--- src/rtl/updnmod10_tracker.sv ---
// Receive-side tracker for a mod-10 up/down count stream: locks onto the digit,
// infers step direction, tracks signed decade wraps and counts illegal samples.
module updnmod10_tracker #(
    parameter int WRAP_W = 8,
    parameter int ERRC_W = 8
) (
    input  logic                     clk,
    input  logic                     reset,
    input  logic                     smp,
    input  logic [3:0]               cnt_in,
    input  logic                     clr,
    output logic                     lock,
    output logic [3:0]               digit,
    output logic                     moved,
    output logic                     dir,
    output logic signed [WRAP_W-1:0] wraps,
    output logic                     err,
    output logic [ERRC_W-1:0]        err_cnt
);

    typedef enum logic {ST_UNLOCKED, ST_LOCKED} state_t;

    localparam logic signed [WRAP_W-1:0] WRAP_ONE = 1;
    localparam logic [ERRC_W-1:0]        ERRC_ONE = 1;
    localparam logic [ERRC_W-1:0]        ERRC_MAX = '1;

    state_t                     r_state;
    logic                       r_lock;
    logic [3:0]                 r_digit;
    logic                       r_moved;
    logic                       r_dir;
    logic signed [WRAP_W-1:0]   r_wraps;
    logic                       r_err;
    logic [ERRC_W-1:0]          r_err_cnt;

    logic       w_in_range;
    logic [3:0] w_up_digit;
    logic [3:0] w_dn_digit;
    logic       w_lock_acq;
    logic       w_hold;
    logic       w_acc_up;
    logic       w_acc_dn;
    logic       w_reject;
    logic       w_wrap_inc;
    logic       w_wrap_dec;

    function automatic logic [ERRC_W-1:0] errc_sat_inc(input logic [ERRC_W-1:0] c);
        return (c == ERRC_MAX) ? c : c + ERRC_ONE;
    endfunction

    // Two's-complement step; overflow past the extremes wraps silently.
    function automatic logic signed [WRAP_W-1:0] wrap_step(
        input logic signed [WRAP_W-1:0] w,
        input logic                     inc,
        input logic                     dec
    );
        if (inc) return w + WRAP_ONE;
        if (dec) return w - WRAP_ONE;
        return w;
    endfunction

    always_comb begin
        w_in_range = (cnt_in <= 4'd9);
        w_up_digit = (r_digit == 4'd9) ? 4'd0 : r_digit + 4'd1;
        w_dn_digit = (r_digit == 4'd0) ? 4'd9 : r_digit - 4'd1;
        w_lock_acq = smp && (r_state == ST_UNLOCKED) && w_in_range;
        w_hold     = smp && (r_state == ST_LOCKED) && (cnt_in == r_digit);
        w_acc_up   = smp && (r_state == ST_LOCKED) && (cnt_in == w_up_digit);
        w_acc_dn   = smp && (r_state == ST_LOCKED) && (cnt_in == w_dn_digit);
        w_reject   = smp && !(w_lock_acq || w_hold || w_acc_up || w_acc_dn);
        w_wrap_inc = w_acc_up && (r_digit == 4'd9);
        w_wrap_dec = w_acc_dn && (r_digit == 4'd0);
    end

    always_ff @(posedge clk or negedge reset) begin
        if (!reset) begin
            r_state   <= ST_UNLOCKED;
            r_lock    <= 1'b0;
            r_digit   <= 4'd0;
            r_moved   <= 1'b0;
            r_dir     <= 1'b1;
            r_wraps   <= '0;
            r_err     <= 1'b0;
            r_err_cnt <= '0;
        end else begin
            r_moved <= w_acc_up || w_acc_dn;
            r_err   <= w_reject;
            if (w_lock_acq) begin
                r_state <= ST_LOCKED;
                r_lock  <= 1'b1;
                r_digit <= cnt_in;
            end else if (w_acc_up || w_acc_dn) begin
                r_digit <= cnt_in;
                r_dir   <= w_acc_up;
            end else if (w_reject && (r_state == ST_LOCKED)) begin
                r_state <= ST_UNLOCKED;
                r_lock  <= 1'b0;
            end
            // clr overrides any increment produced by a coincident sample
            if (clr) begin
                r_wraps   <= '0;
                r_err_cnt <= '0;
            end else begin
                r_wraps <= wrap_step(r_wraps, w_wrap_inc, w_wrap_dec);
                if (w_reject) r_err_cnt <= errc_sat_inc(r_err_cnt);
            end
        end
    end

    assign lock    = r_lock;
    assign digit   = r_digit;
    assign moved   = r_moved;
    assign dir     = r_dir;
    assign wraps   = r_wraps;
    assign err     = r_err;
    assign err_cnt = r_err_cnt;

endmodule

--- config.mk ---
export PLATFORM = sky130hd
export DESIGN_NAME = updnmod10_tracker
export DESIGN_NICKNAME = d
export VERILOG_FILES = /design/src/rtl/updnmod10_tracker.sv
export SDC_FILE = /design/constraint.sdc
export NUM_CORES = 1
export LEC_CHECK = 0
export ABC_AREA = 0
export BUFFER_PORTS_ARGS = -buffer_cell sky130_fd_sc_hd__buf_2
export CORE_MARGIN = 3
export CORE_UTILIZATION = 55
export CTS_CLUSTER_SIZE = 24
export DETAILED_ROUTE_END_ITERATION = 7
export PLACE_DENSITY = 0.8
export SKIP_CTS_REPAIR_TIMING = 1
export SKIP_LAST_GASP = 1
export SYNTH_ARGS = -nofsm -noshare
export SYNTH_HDL_FRONTEND = slang
export SYNTH_SLANG_ARGS = --single-unit
--- constraint.sdc ---
create_clock -name clk -period 4.24 [get_ports clk]
set_input_delay 0.424 -clock clk [delete_from_list [all_inputs] [get_ports clk]]
set_output_delay 0.424 -clock clk [all_outputs]
set_load 0.02 [all_outputs]
==> metrics <==
Seq pwr share=38.0%; Period minus WS final=2.48 ns; CTS sink count=24; Die X=59.8 um; share of layout cells above drive strength 1=21.5%; endpoints failing hold=0; Post-Route WL=3760 um; total chip power=920 uW; Port Buf Inserts=31; reg2reg start=digit[0]$_DFFE_PN0P_; number of synthesized flops with an enable pin=0; switch share=43.3%; Storage cell area=602 um^2; CP Class=flip-flop to flip-flop; VDD IR max=0.453 mV; internal power=522 uW; Clock transition at path regs=0.14 ns; std cell rows=18; Post-Route Skew=0.00857 ns; worst-skew pair later-pin latency=0.32 ns; Setup crit start kind=flip-flop; RSZ-0062 raised after global routing=no; core area=2610 um^2; Synth async-reset ratio=100%; die height=59.8 um; NetSw=398 uW; final period utilization=58.6%; drt pass-1 iters=4; DR iter-0 viols=109; max-cap viol count=0; slack of the critical path=1.76 ns; global-route wire length before repair=6120 um; cell count after synthesis=180; largest fanout on the critical path=14; gpl congestion=0.908; Synthesis Warnings=0; area occupied by multi-input gates=902 um^2; Min-Delay Path Class=input pin to asynchronous set/reset pin; crit-path cells=nor2_1 > a221oi_2 > o22ai_1 > a31oi_1 > o211ai_2 > or3_2 > a21oi_1; critical path endpoint category=flip-flop; Tightest Pin Transition=0.620 ns; CP arrival=2.75 ns; pwr dens=519 nW/um^2; Post-Syn Area=1590 um^2; WP buf/inv=0; Post-DP HPWL=2680 um; slowest stage cell, crit path=dfrtp_1; WL/cell=16.0 um; Fillers=214; power share of the clock group=18.4%; Die ar.=3580 um^2; Finished Layout Cells=235; Inserted Clock Buffers=3; worst-case reg-to-reg path depth=7; CP peak stage delay=0.59 ns; Req. time, crit path=4.51 ns; flop2flop setup slack=1.76 ns; Rel. slew slack=58.1%; TNS Setup=0 ns; Setup crit start=digit[0]$_DFFE_PN0P_; Initial Util=61.0%; total track usage=22.1%; syn avg cell area=8.85 um^2; TritonCTS clock tree=built; DRT antenna net count=0; DR DRC count=0; number of nets in the layout=217; largest net degree at the start of global routing=25; vias per cell=6.41; post-synthesis cell type count=53; Setup-failing EPs final=0; LEAKAGE=0.000807 uW; CP Depth=7; post-synthesis sequential element count=24; sequential cell area fraction in the yosys report=37.8%; max-slew violation count=0; Via Count=1,507; CP top delay family=compound AO/OA/AOI/OAI gates; combinational share of power=43.6%; vias in the first global route=1,411; Fmax achieved=0.403 GHz; outcome=finished clean; # diodes=0; Post-Place Setup Slack=1.80 ns; Root Buffer=clkbuf_4; clk buf depth=2; DP Cell Count=231; number of H-tree levels=1; Area growth syn-to-layout=11.2%; I/O pins=32; gr ovfl total=0; ys flop type=dfrtp_1; reg2reg end=err_cnt[6]$_DFFE_PN0P_; syn_nets=191; initial antenna violation count=0; CP Capture Point=err_cnt[6]$_DFFE_PN0P_
[area by class of cell]
type | instances | share of cell area [%]
Clock buffer | 3 | 1.27
Clock inverter | 1 | 1.69
Sequential cell | 24 | 34.0
Tap cell | 30 | 2.12
Multi-Input combinational cell | 140 | 50.9
Inverter | 6 | 1.27
Timing Repair Buffer | 31 | 8.76
[worst min-delay path by stage]
| stage | cells after the start | from | to | slack [ns] |
|---|---|---|---|---|
| final | 1 | reset | wraps[1]$_DFFE_PN0P_ | 0.06 |
| after global routing | 1 | reset | digit[1]$_DFFE_PN0P_ | 0.08 |
| after CTS | 1 | reset | digit[1]$_DFFE_PN0P_ | 0.07 |
| after detailed placement | 1 | reset | wraps[1]$_DFFE_PN0P_ | 0.44 |
| after global placement | 1 | reset | wraps[0]$_DFFE_PN0P_ | 0.43 |
| after floorplan | 0 | reset | digit[0]$_DFFE_PN0P_ | 0.13 |
[cells in the final DEF (no fill, tap or decap), types with 3 or more instances in the layout]
master / synthesis / final
buf_2: 2 / 31
nor2_1: 14 / 14
o21ai_0: 11 / 11
o21a_1: 4 / 4
or3_1: 6 / 6
dfrtp_1: 23 / 23
ha_1: 3 / 3
and2_1: 4 / 4
and3_1: 3 / 3
mux2_2: 3 / 3
nand4_1: 3 / 3
nor3_1: 9 / 9
inv_1: 6 / 6
nand3_1: 12 / 12
nand2_1: 11 / 11
a21oi_1: 9 / 9
xor2_1: 8 / 8
clkbuf_4: 0 / 3
[power groups by stage]
| stage | combinational [uW] | clock [uW] | sequential (uW) |
|---|---|---|---|
| after global routing | 442 | 178 | 359 |
| after global placement | 383 | 0 | 345 |
| after floorplan | 315 | 0 | 353 |
| after detailed placement | 394 | 0 | 352 |
| after CTS | 397 | 171 | 346 |
| final | 401 | 169 | 350 |
[kinds of logic (layout without fill, tap and decap cells)]
logic type / count (synthesis) / after routing / synth area share (%)
buffers and inverters: 16 / 41 / 5.58
muxes: 5 / 5 / 3.38
adders and majority gates: 3 / 3 / 2.36
AOI/OAI and AO/OA: 45 / 45 / 19.8
and+or+nand+nor: 78 / 78 / 26.2
DFF: 24 / 24 / 37.8
xor gates and xnor gates: 9 / 9 / 4.95
[routing by layer]
metal  vias up  global-route usage (%)  share of wire, %
met5         -                       0                 0
met4         0                    5.70               1.5
met3        10                    4.75               6.8
met2        71                    36.6                48
met1       717                    29.3                43
li1        709                       -                 -
[stage by stage]
stage | cell area (um^2) | hold WS (ns) | utilization (%)
floorplan | 1590 | 0.128 | -
finish | 1770 | 0.0619 | 67.8
global placement | 1720 | 0.428 | 65.8
detailed placement | 1720 | 0.442 | 65.8
CTS | 1770 | 0.0732 | 67.8
global route | 1770 | 0.0757 | 67.8
[Yosys cell counts (4+ instances only)]
cell type / instances / area share (%)
o21ai_0: 11 / 3.5
inv_1: 6 / 1.4
nor2_1: 14 / 3.3
o21a_1: 4 / 1.9
nand2_1: 11 / 2.6
nand3_1: 12 / 3.8
dfrtp_1: 23 / 36
xor2_1: 8 / 4.4
a21oi_1: 9 / 2.8
nor3_1: 9 / 2.8
or3_1: 6 / 2.4
and2_1: 4 / 1.6
[sequential cells by signal, indices dropped and copies added (netlist names)]
name / count
digit: 4
dir: 1
err: 1
err_cnt: 8
lock: 1
moved: 1
wraps: 8
Power figures use the tool's default switching activity.
